**src/rtl/cipher_uart_tx.sv**
```systemverilog
// cipher_uart_tx: buffers encrypted bytes from the cipher stage in a small
// FIFO and sends each one as an asynchronous serial frame
// (start, 8 data bits LSB first, optional even parity, stop).
// Optional feature macro: CIPHER_TX_PARITY_EN inserts the parity bit.
module cipher_uart_tx #(
    parameter int CLKS_PER_BIT = 4,
    parameter int FIFO_DEPTH   = 4
) (
    input  logic                             clk,
    input  logic                             reset,
    input  logic                             in_valid,
    input  logic [7:0]                       in_data,
    output logic                             in_ready,
    output logic                             tx_serial,
    output logic                             tx_busy,
    output logic [$clog2(FIFO_DEPTH+1)-1:0]  fifo_level,
    output logic [15:0]                      frames_sent
);

    localparam int LVL_W = $clog2(FIFO_DEPTH + 1);
    localparam int PTR_W = $clog2(FIFO_DEPTH);
    localparam int TMR_W = $clog2(CLKS_PER_BIT);
    localparam logic [LVL_W-1:0] FULL_LEVEL = LVL_W'(FIFO_DEPTH);
    localparam logic [TMR_W-1:0] TMR_LAST   = TMR_W'(CLKS_PER_BIT - 1);

    typedef enum logic [2:0] {
        IDLE,
        START,
        DATA,
`ifdef CIPHER_TX_PARITY_EN
        PARITY,
`endif
        STOP
    } state_t;

    state_t           state;
    logic [7:0]       mem [FIFO_DEPTH];
    logic [PTR_W-1:0] wr_ptr;
    logic [PTR_W-1:0] rd_ptr;
    logic             push;
    logic             pop;
    logic [TMR_W-1:0] bit_timer;
    logic             bit_done;
    logic [2:0]       bit_idx;
    logic [7:0]       shift;
`ifdef CIPHER_TX_PARITY_EN
    logic             parity_bit;
`endif

    // Full means no push, even if the FSM pops in the same cycle.
    assign in_ready = (fifo_level < FULL_LEVEL);
    assign push     = in_valid && in_ready;
    assign pop      = (state == IDLE) && (fifo_level != '0);
    assign bit_done = (bit_timer == TMR_LAST);

    // FIFO storage: written on every accepted push.
    always_ff @(posedge clk) begin
        if (push) begin
            mem[wr_ptr] <= in_data;
        end
    end

    // FIFO pointers and occupancy; pointers wrap naturally (power-of-2 depth).
    always_ff @(posedge clk or posedge reset) begin
        if (reset) begin
            wr_ptr     <= '0;
            rd_ptr     <= '0;
            fifo_level <= '0;
        end else begin
            if (push) begin
                wr_ptr <= wr_ptr + 1'b1;
            end
            if (pop) begin
                rd_ptr <= rd_ptr + 1'b1;
            end
            if (push && !pop) begin
                fifo_level <= fifo_level + 1'b1;
            end else if (pop && !push) begin
                fifo_level <= fifo_level - 1'b1;
            end
        end
    end

    // Frame sequencer; tx_serial is registered and updated together with the
    // state so each bit appears on the edge that enters it.
    always_ff @(posedge clk or posedge reset) begin
        if (reset) begin
            state       <= IDLE;
            tx_serial   <= 1'b1;
            tx_busy     <= 1'b0;
            bit_timer   <= '0;
            bit_idx     <= '0;
            shift       <= '0;
            frames_sent <= '0;
`ifdef CIPHER_TX_PARITY_EN
            parity_bit  <= 1'b0;
`endif
        end else begin
            if (state != IDLE) begin
                bit_timer <= bit_done ? '0 : bit_timer + 1'b1;
            end
            case (state)
                IDLE: begin
                    tx_serial <= 1'b1;
                    if (pop) begin
                        shift      <= mem[rd_ptr];
`ifdef CIPHER_TX_PARITY_EN
                        parity_bit <= ^mem[rd_ptr];
`endif
                        bit_timer  <= '0;
                        bit_idx    <= '0;
                        tx_serial  <= 1'b0;
                        tx_busy    <= 1'b1;
                        state      <= START;
                    end
                end
                START: begin
                    if (bit_done) begin
                        tx_serial <= shift[0];
                        state     <= DATA;
                    end
                end
                DATA: begin
                    if (bit_done) begin
                        shift <= {1'b0, shift[7:1]};
                        if (bit_idx == 3'd7) begin
`ifdef CIPHER_TX_PARITY_EN
                            tx_serial <= parity_bit;
                            state     <= PARITY;
`else
                            tx_serial <= 1'b1;
                            state     <= STOP;
`endif
                        end else begin
                            bit_idx   <= bit_idx + 1'b1;
                            tx_serial <= shift[1];
                        end
                    end
                end
`ifdef CIPHER_TX_PARITY_EN
                PARITY: begin
                    if (bit_done) begin
                        tx_serial <= 1'b1;
                        state     <= STOP;
                    end
                end
`endif
                STOP: begin
                    if (bit_done) begin
                        tx_serial   <= 1'b1;
                        tx_busy     <= 1'b0;
                        frames_sent <= frames_sent + 1'b1;
                        state       <= IDLE;
                    end
                end
                default: begin
                    tx_serial <= 1'b1;
                    tx_busy   <= 1'b0;
                    state     <= IDLE;
                end
            endcase
        end
    end

endmodule

```
**config.mk**
```make
export PLATFORM = sky130hd
export DESIGN_NAME = cipher_uart_tx
export DESIGN_NICKNAME = d
export VERILOG_FILES = /design/src/rtl/cipher_uart_tx.sv
export SDC_FILE = /design/constraint.sdc
export NUM_CORES = 1
export LEC_CHECK = 0
export CAP_MARGIN = 20
export CORE_MARGIN = 2
export CORE_UTILIZATION = 63
export CTS_BUF_LIST = sky130_fd_sc_hd__clkbuf_4 sky130_fd_sc_hd__clkbuf_8
export DETAILED_ROUTE_END_ITERATION = 6
export PLACE_DENSITY = 0.87
export SYNTH_ARGS = -nofsm -noshare
export SYNTH_HDL_FRONTEND = slang
export SYNTH_SLANG_ARGS = --single-unit
```
**constraint.sdc**
```tcl
create_clock -name clk -period 3.1 [get_ports clk]
set_input_delay 0.31 -clock clk [delete_from_list [all_inputs] [get_ports clk]]
set_output_delay 0.31 -clock clk [all_outputs]
set_load 0.05 [all_outputs]
```
* Yosys cells after proc, flatten, opt, wreduce, memory -nomap -nowiden *
Memory sizes are Yosys's and may differ from the RTL's.
Index checks and enable logic that the tools add are counted.

word-level totals
  RAM bits = 32
  memories = 1
  flip-flop bits (word level) = 41
  output and inout port bits = 22
  logic and storage cells = 79
  bits of input ports = 11

memories
  memory  words  width  read ports  clocked after Yosys merged registers in  wr ports  line  text
  mem     4      8      1           0                                        1         37    logic [7:0] mem [FIFO_DEPTH];

operators by class
  muxes and demuxes = 30
  $lt $le $gt $ge = 1
  reductions and logical operators = 18
  eq/ne operators = 11
  add/subtract/negate cells = 7
  bitwise logic cells = 1

operators with widths
  operator               count
  $mux 3                 10
  $add 16x1->16 const B  1
  $mux 8                 2
  $pmux 8 s2             1
  $ne 2x2->1 const B     6
  $pmux 3 s4             1
  $mux 1                 9
  $reduce_and 3->1       3
  $mux 2                 4
  $add 2x1->2 const B    3
  $add 3x1->3 const B    2
  $eq 3x2->1 const B     2
  $pmux 3 s2             1
  $reduce_bool 3->1      2
  $reduce_and 5->1       1
  $logic_and 1x1->1      4
  $pmux 1 s4             1
  $reduce_and 4->1       1
  $reduce_bool 2->1      2
  $eq 3x1->1 const B     1
  $eq 3x3->1 const B     1
  $logic_not 3->1        1
  $lt 3x3->1 const B     1
  $pmux 1 s3             1
  6 further kinds        7

* Longest topological paths before layout *
Gate-level depths: netlist of the first run.

  word-level depth = 6
  mapped depth = 9
  gate-level depth less buffers = 9

* Worst setup path after synthesis of the first run *
OpenSTA, ideal clock, no wires.

  kind = register to register
  start = register fifo_level[0]
  end = register fifo_level[2]
  setup slack = 0.817 ns
  library setup time = 0.140 ns
  clock period less this slack = 2.283 ns
  arrival time = 2.143 ns
  required time = 2.960 ns
  stages on the path, launching flop included = 8
  path through = dfrtp_1 o31ai_1 ha_1 inv_1 fa_1 xor2_1 nor2_1 xnor2_1

between the ends
  word-level cells in the longest chain between the ends = 5
  elaborated cells between the ends (all ways) = 13

RTL lines
  what                                                   line    text
  start, declared                                        16      output logic [$clog2(FIFO_DEPTH+1)-1:0] fifo_level,
  start signal, assigned                                 77      fifo_level <= fifo_level + 1'b1;
  start signal, assigned                                 79      fifo_level <= fifo_level - 1'b1;
  $lt 3x3->1 or $reduce_bool 3->1 (tied branches)        51, 53
  $logic_and 1x1->1, on equally long branches            52, 53
  $logic_not 1->1, on equally long branches              78, 76
  $logic_and 1x1->1, on equally long branches            78, 76
  $reduce_bool 2->1 (no line) or $mux 3 (tied branches)  n/a

Parallel ways exist; a longest one is shown, timed or not. The select of a mux whose other input is x is not followed.
A chain may end at the register's enable or synchronous reset.

* Worst setup path after layout of the first run *
  start = register state[0]
  end = register state[1]

between the ends
  word-level cells in the longest chain between the ends = 4
  elaborated cells between the ends (all ways) = 12

RTL lines
  what                        line     text
  start, declared             36       state_t state;
  start signal, assigned      88       state <= IDLE;
  start signal, assigned      114      state <= START;
  start signal, assigned      120      state <= DATA;
  $logic_not 3->1             53, 102
  $logic_and 1x1->1           53       assign pop = (state == IDLE) && (fifo_level != '0);
  $ne 2x2->1 (no line)        n/a
  $reduce_and 5->1 (no line)  n/a

Parallel ways exist; a longest one is shown, timed or not.

==> impl_metrics.csv, run 1 <==
group,metric,value,unit
grt,grt_max_degree,41,
drt,drc,0,
cts,cts_tree,"yes",
layout,nNetsFinal,300,
cts,cts_resized,0,
drt,drtAntennaViolNets,0,
drt,dr.pass1.iters,4,
layout,layout_commonest_cell,"dfrtp_1",
yosys,synth-compound-area-share,6.15,%
layout,multi_input_comb_area,0.00114,mm2
worst_setup_path,slowest_delay,480,ps
layout,fill_cells,313,
layout,regArea,0.00196,mm2
yosys,ys_seq_elements,72,
place,place.gp.congestion,0.777,
sta,finalSetupViolCount,0,
layout,area_growth,18.2,%
pwr,vdd_drop_max,788,uV
pwr,p_sw,0.00135,W
place,hpwl,3.83,mm
worst_setup_path,path_buf_inv,2,
worst_setup_path,cp-end-kind,"flop",
floorplanning,die_h,75.2,um
cts,cts_hold_buf,0,
pwr,p_int,0.00224,W
pwr,switching_share,37.6,%
worst_setup_path,ff2ff_path_depth,6,
yosys,synth_xor_area_share,5.76,%
floorplanning,row_count,25,
grt,antenna_found_initial,0,
sta,post-route-period-util,75.8,%
worst_setup_path,rr_endpoint,"state[1]",
cts,clk_pin_slew_worst_paths,70,ps
layout,final_cell_mix,"dfrtp_1, clkdlybuf4s50_1, edfxtp_1",
worst_setup_path,crit_family,"adder cells",
cts,cts_buffers,9,
floorplanning,ios,33,
layout,drive_gt1_share,14.0,%
place,io_buffers,32,
sta,worstMarginPinSlew,664,ps
sta,hold_slack,388,ps
yosys,synth_top_family_by_area,"simple AND/OR/NAND/NOR gates",
pwr,p_clk_share,20.2,%
cts,post_cts_buffers,0,
pwr,powerDensity,950,mW/mm2
worst_setup_path,path_cells,"inv_1 > ha_1 > inv_1 > o21ai_0 > nor3_2 > mux2_2",
cts,cts.sinks,72,
cts,cts_buffer_depth,2,
floorplanning,coreArea,0.00482,mm2
cts,htreeDepth,3,
floorplanning,die_area,0.00565,mm2
sta,skew,6.31,ps
worst_setup_path,cp-start-kind,"flop",
job,drv_cap,0,
grt,grt.overflow.total,0,
worst_setup_path,critPathArrivalTime,2580,ps
worst_setup_path,slowest_stage,"ha_1",
sta,report.final.slew_viol_count,0,
yosys,ys_seq_area_share,61.5,%
worst_setup_path,timing.rr.start,"state[0]",
sta,rsz0062_at_grt,"no",
drt,via_per_inst,5.33,
pwr,seqPwrFrac,41.1,%
yosys,yosys_warnings,0,
sta,relSlewSlack,55.4,%
sta,hold_violations,0,
drt,drt-wirelength-per-cell,15.7,um
sta,max_freq,425,MHz
run_status,status,"finished clean",
worst_setup_path,crit_type,"reg2reg",
place,place_ws,794,ps
drt,drt-initial-drc-count,111,
yosys,avgSynthCellArea,13.6,um2
pwr,leakage,1.51,nW
cts,cts-root-buf,"clkbuf_8",
yosys,syn-cell-area,0.00319,mm2
pwr,p_comb_share,38.8,%
grt,grt_pass1_wl,8.67,mm
drt,routed_wl,5.44,mm
yosys,syn-instance-count,235,
floorplanning,die_x,75.2,um
yosys,ys_types,42,
grt,grt_pass1_vias,1759,
yosys,synthSimpleGateAreaFrac,11.1,%
cts,clk_latency,340,ps
layout,diodes,0,
worst_setup_path,r2r_slack,750,ps
min_path,hp-class,"in2async",
yosys,postSynthNetCount,261,
drt,via_count,1843,
worst_setup_path,cp_common_cell,"inv_1",
sta,timing.final.ws_setup,749,ps
yosys,synthMuxAreaShare,6.70,%
sta,tns,0,ps
yosys,synthAdderAreaFrac,6.11,%
worst_setup_path,crit_path_max_fanout,13,
worst_setup_path,required,3320,ps
sta,min_period,2350,ps
grt,global_route.usage.total,21.8,%
floorplanning,start_util,66.3,%
## cells by family (layout without fill, tap and decap cells)
kind of cell    count (synthesis)  count (layout)
buf+inv                        20              64
xor+xnor                       21              21
compound gates                 26              26
mux                            11              11
flops                          72              72
simple gates                   70              70
fa+ha+maj                      15              15
## layout make-up
class | instances | share of cell area [%]
inverters | 14 | 1.39
multi-input cells | 143 | 30.3
well taps | 67 | 2.22
repair buffers | 34 | 8.89
clock inverters | 4 | 1.26
flip-flops and latches | 72 | 52.0
clock buffers | 12 | 3.88
## state kept, by name, summed over array words and instances (netlist names)
signal and cells:
rd_ptr 2, tx_busy 1, tx_serial 1, state 2
wr_ptr 2, fifo_level 3, bit_idx 3, shift 8
bit_timer 2, frames_sent 16, mem 32
## synthesized netlist by cell type, drive strengths merged
cell	n	share of area, %
a2111oi	1	0.27
a211oi	1	0.63
a21o	1	0.24
a21oi	1	0.16
a22oi	1	0.24
a2bb2oi	1	0.27
a31oi	7	1.6
a32o	1	0.31
and2	5	0.98
and2b	1	0.24
and4	1	0.27
buf	3	0.67
clkbuf	3	0.35
dfrtp	39	31
dfstp	1	0.82
edfxtp	32	30
fa	1	0.63
ha	14	5.5
inv	14	1.6
mux2	3	1.1
mux4	8	5.6
nand2	27	3.2
nand2b	1	0.20
nand3	4	0.63
nand4	5	0.98
nor2	19	2.3
nor3	3	0.63
nor4	2	0.78
nor4b	1	0.74
o21ai	7	1.1
o21bai	1	0.24
o22a	1	0.27
o22ai	1	0.39
o31ai	2	0.47
or2	1	0.20
xnor2	15	4.1
xor2	6	1.6
## layer usage
metal  GRT usage [%]  part of all wire (%)  vias up
li1                -                     -      909
met1            30.0                    47      893
met2            32.2                    48       31
met3            6.56                   2.9       10
met4            10.7                   2.5        0
met5               0                     0        -
## worst max-delay path by stage
stage                        startpoint       endpoint  slack [ps]  depth (start not counted)
final                          state[0]       state[1]         750                          6
after global routing           state[0]       state[1]         540                          6
after CTS                      state[0]       state[1]         770                          6
after detailed placement  fifo_level[0]  fifo_level[2]         790                          7
after global placement    fifo_level[0]  fifo_level[2]         840                          7
after floorplan           fifo_level[0]  fifo_level[2]         820                          7
## power by group through the flow
stage / Combinational, W / Clock (W) / Sequential [W]
2_1_floorplan: 0.000959 / 0 / 0.00157
3_3_place_gp: 0.00134 / 0 / 0.00148
5_1_grt: 0.00153 / 0.000783 / 0.00151
6_report: 0.00139 / 0.000723 / 0.00147
3_5_place_dp: 0.00139 / 0 / 0.00149
4_1_cts: 0.00141 / 0.000734 / 0.00147
## metrics by stage
stage | util, % | instances | power [W] | area (um2)
global route | 78.3 | 346 | 0.00382 | 3770
detailed placement | 74.3 | 330 | 0.00289 | 3580
global placement | 74.3 | 330 | 0.00281 | 3580
finish | 78.3 | 346 | 0.00358 | 3770
floorplan | - | 235 | 0.00253 | 3190
CTS | 78.3 | 346 | 0.00361 | 3770
## worst reg2reg max path, stage by stage (launching register included)
cell and delay (ps):
dfrtp_1 430, inv_1 110, ha_1 480, inv_1 330
o21ai_0 480, nor3_2 110, mux2_2 300
Note: power is estimated with default switching activity, not from simulation.
==> inputs of run 2 (changes only) <==
--- a/config.mk
+++ b/config.mk
@@ -7,10 +7,10 @@
 export LEC_CHECK = 0
 export CAP_MARGIN = 20
 export CORE_MARGIN = 2
-export CORE_UTILIZATION = 63
+export CORE_UTILIZATION = 58
 export CTS_BUF_LIST = sky130_fd_sc_hd__clkbuf_4 sky130_fd_sc_hd__clkbuf_8
 export DETAILED_ROUTE_END_ITERATION = 6
-export PLACE_DENSITY = 0.87
+export PLACE_DENSITY = 0.81
 export SYNTH_ARGS = -nofsm -noshare
 export SYNTH_HDL_FRONTEND = slang
 export SYNTH_SLANG_ARGS = --single-unit
==> constraint.sdc (replaced) <==
create_clock -name clk -period 2.4 [get_ports clk]
set_input_delay 0.24 -clock clk [delete_from_list [all_inputs] [get_ports clk]]
set_output_delay 0.24 -clock clk [all_outputs]
set_load 0.05 [all_outputs]
==> run 2 against run 1 <==
Compared with the run above: setup slack got worse by 580 ps; clock power increased by 15%; non-clock buffer count increased by 5; count of clock-buffer cells in the layout down 2; final cell count increased by 2.9%; combinational power is 36% higher; via count rose by 3.4%; critical path depth rose by 1; clock skew up 3.9 ps; fmax rose by 5.2%; critical path type unchanged.
==> impl_metrics.csv, run 2 (synthesis gave the netlist of run 1 again) <==
group,metric,value,unit
cts,htreeDepth,3,
worst_setup_path,required,2670,ps
sta,skew,10.2,ps
min_path,hp-class,"in2async",
place,place.gp.congestion,0.733,
worst_setup_path,crit_family,"adder cells",
floorplanning,die_area,0.00611,mm2
cts,post_cts_buffers,0,
floorplanning,ios,33,
sta,worstMarginPinSlew,568,ps
worst_setup_path,crit_type,"reg2reg",
drt,drc,0,
drt,drt-initial-drc-count,118,
pwr,p_int,0.00281,W
cts,cts_resized,0,
cts,cts_hold_buf,0,
worst_setup_path,slowest_stage,"o31ai_1",
floorplanning,die_x,78.2,um
cts,cts_buffers,9,
grt,antenna_found_initial,0,
drt,via_per_inst,5.35,
sta,hold_slack,314,ps
layout,layout_commonest_cell,"dfrtp_1",
drt,via_count,1906,
worst_setup_path,critPathArrivalTime,2510,ps
sta,min_period,2230,ps
pwr,p_clk_share,18.2,%
grt,grt_pass1_wl,9.11,mm
layout,reg_top3,"mem x32, frames_sent x16, shift x8",
drt,drtAntennaViolNets,0,
sta,hold_violations,0,
layout,final_cell_mix,"dfrtp_1, clkdlybuf4s50_1, edfxtp_1",
grt,grt.overflow.total,0,
pwr,switching_share,38.6,%
sta,post-route-period-util,93.1,%
layout,area_growth,18.8,%
layout,final_cell_area,0.00379,mm2
worst_setup_path,cp-start-kind,"flop",
worst_setup_path,path_buf_inv,1,
layout,largest_register_ffs,32,
floorplanning,coreArea,0.00541,mm2
grt,global_route.usage.total,19.8,%
worst_setup_path,cp-end-kind,"flop",
sta,tns,0,ps
sta,rsz0062_at_grt,"no",
floorplanning,start_util,59.1,%
pwr,p_sw,0.00177,W
pwr,seqPwrFrac,40.6,%
grt,grt_max_degree,41,
sta,max_freq,448,MHz
layout,nNetsFinal,305,
worst_setup_path,crit_path_max_fanout,6,
worst_setup_path,path_cells,"o31ai_1 > ha_1 > inv_1 > fa_1 > xor2_1 > nor2_1 > xnor2_1",
drt,dr.pass1.iters,5,
cts,clk_latency,350,ps
sta,relSlewSlack,61.8,%
sta,finalSetupViolCount,0,
layout,drive_gt1_share,15.5,%
worst_setup_path,r2r_slack,170,ps
pwr,p_comb_share,41.2,%
sta,report.final.slew_viol_count,0,
pwr,leakage,1.53,nW
pwr,vdd_drop_max,876,uV
cts,clk_pin_slew_worst_paths,80,ps
cts,cts.sinks,72,
place,io_buffers,32,
pwr,powerDensity,1210,mW/mm2
layout,top_register,"mem",
floorplanning,row_count,27,
floorplanning,die_h,78.2,um
run_status,status,"finished clean",
layout,fill_cells,379,
cts,cts_buffer_depth,2,
cts,cts-root-buf,"clkbuf_8",
drt,drt-wirelength-per-cell,15.0,um
place,postPlaceCellArea,0.00362,mm2
grt,grt_pass1_vias,1997,
cts,cts_tree,"yes",
drt,routed_wl,5.33,mm
place,hpwl,3.80,mm
job,drv_cap,0,
layout,diodes,0,
worst_setup_path,slowest_delay,510,ps
## run 2: power groups by stage
| stage | Sequential (W) | Combinational, W | Clock (W) |
|---|---|---|---|
| after global routing | 0.00190 | 0.00210 | 0.000896 |
| after detailed placement | 0.00189 | 0.00189 | 0 |
| after floorplan | 0.00203 | 0.00124 | 0 |
| final | 0.00186 | 0.00189 | 0.000834 |
| after global placement | 0.00188 | 0.00183 | 0 |
| after CTS | 0.00186 | 0.00191 | 0.000852 |
## run 2: cell type report
type                    instances  area (um2)  share of cell area (%)
clock buffers                  10         131                    3.46
clock inverters                 6        37.5                   0.990
inverters                      14        52.6                    1.39
multi-input cells             143        1140                    30.2
flip-flops and latches         72        1960                    51.8
well taps                      72        90.1                    2.38
repair buffers                 39         373                    9.83
## run 2: stage by stage
step	instances	power [W]	util (%)	setup WS, ps
floorplan	235	0.00327	-	117
global placement	340	0.00370	67.0	317
detailed placement	340	0.00378	67.0	218
CTS	356	0.00462	70.2	159
global route	356	0.00490	70.2	14.9
finish	356	0.00457	70.2	166
## run 2: tightest hold or removal path, cell delays in order
cell and delay (ps):
clkdlybuf4s50_1 400, inv_1 50, buf_4 430
## run 2: worst paths after layout
path,start,end,cells past startpoint
min in group clk,frames_sent[15],frames_sent[15],1
max in group asynchronous,reset,tx_serial,3
max reg2reg,fifo_level[1],fifo_level[2],7
max,fifo_level[1],fifo_level[2],7
min,reset,frames_sent[13],3
min reg2reg,frames_sent[15],frames_sent[15],1
## run 2: metal layers
layer  global-route usage (%)  wire length [um]
met3                     3.79               242
met2                     32.2              2630
met4                     10.9               102
met5                        0                 0
met1                     25.2              2360
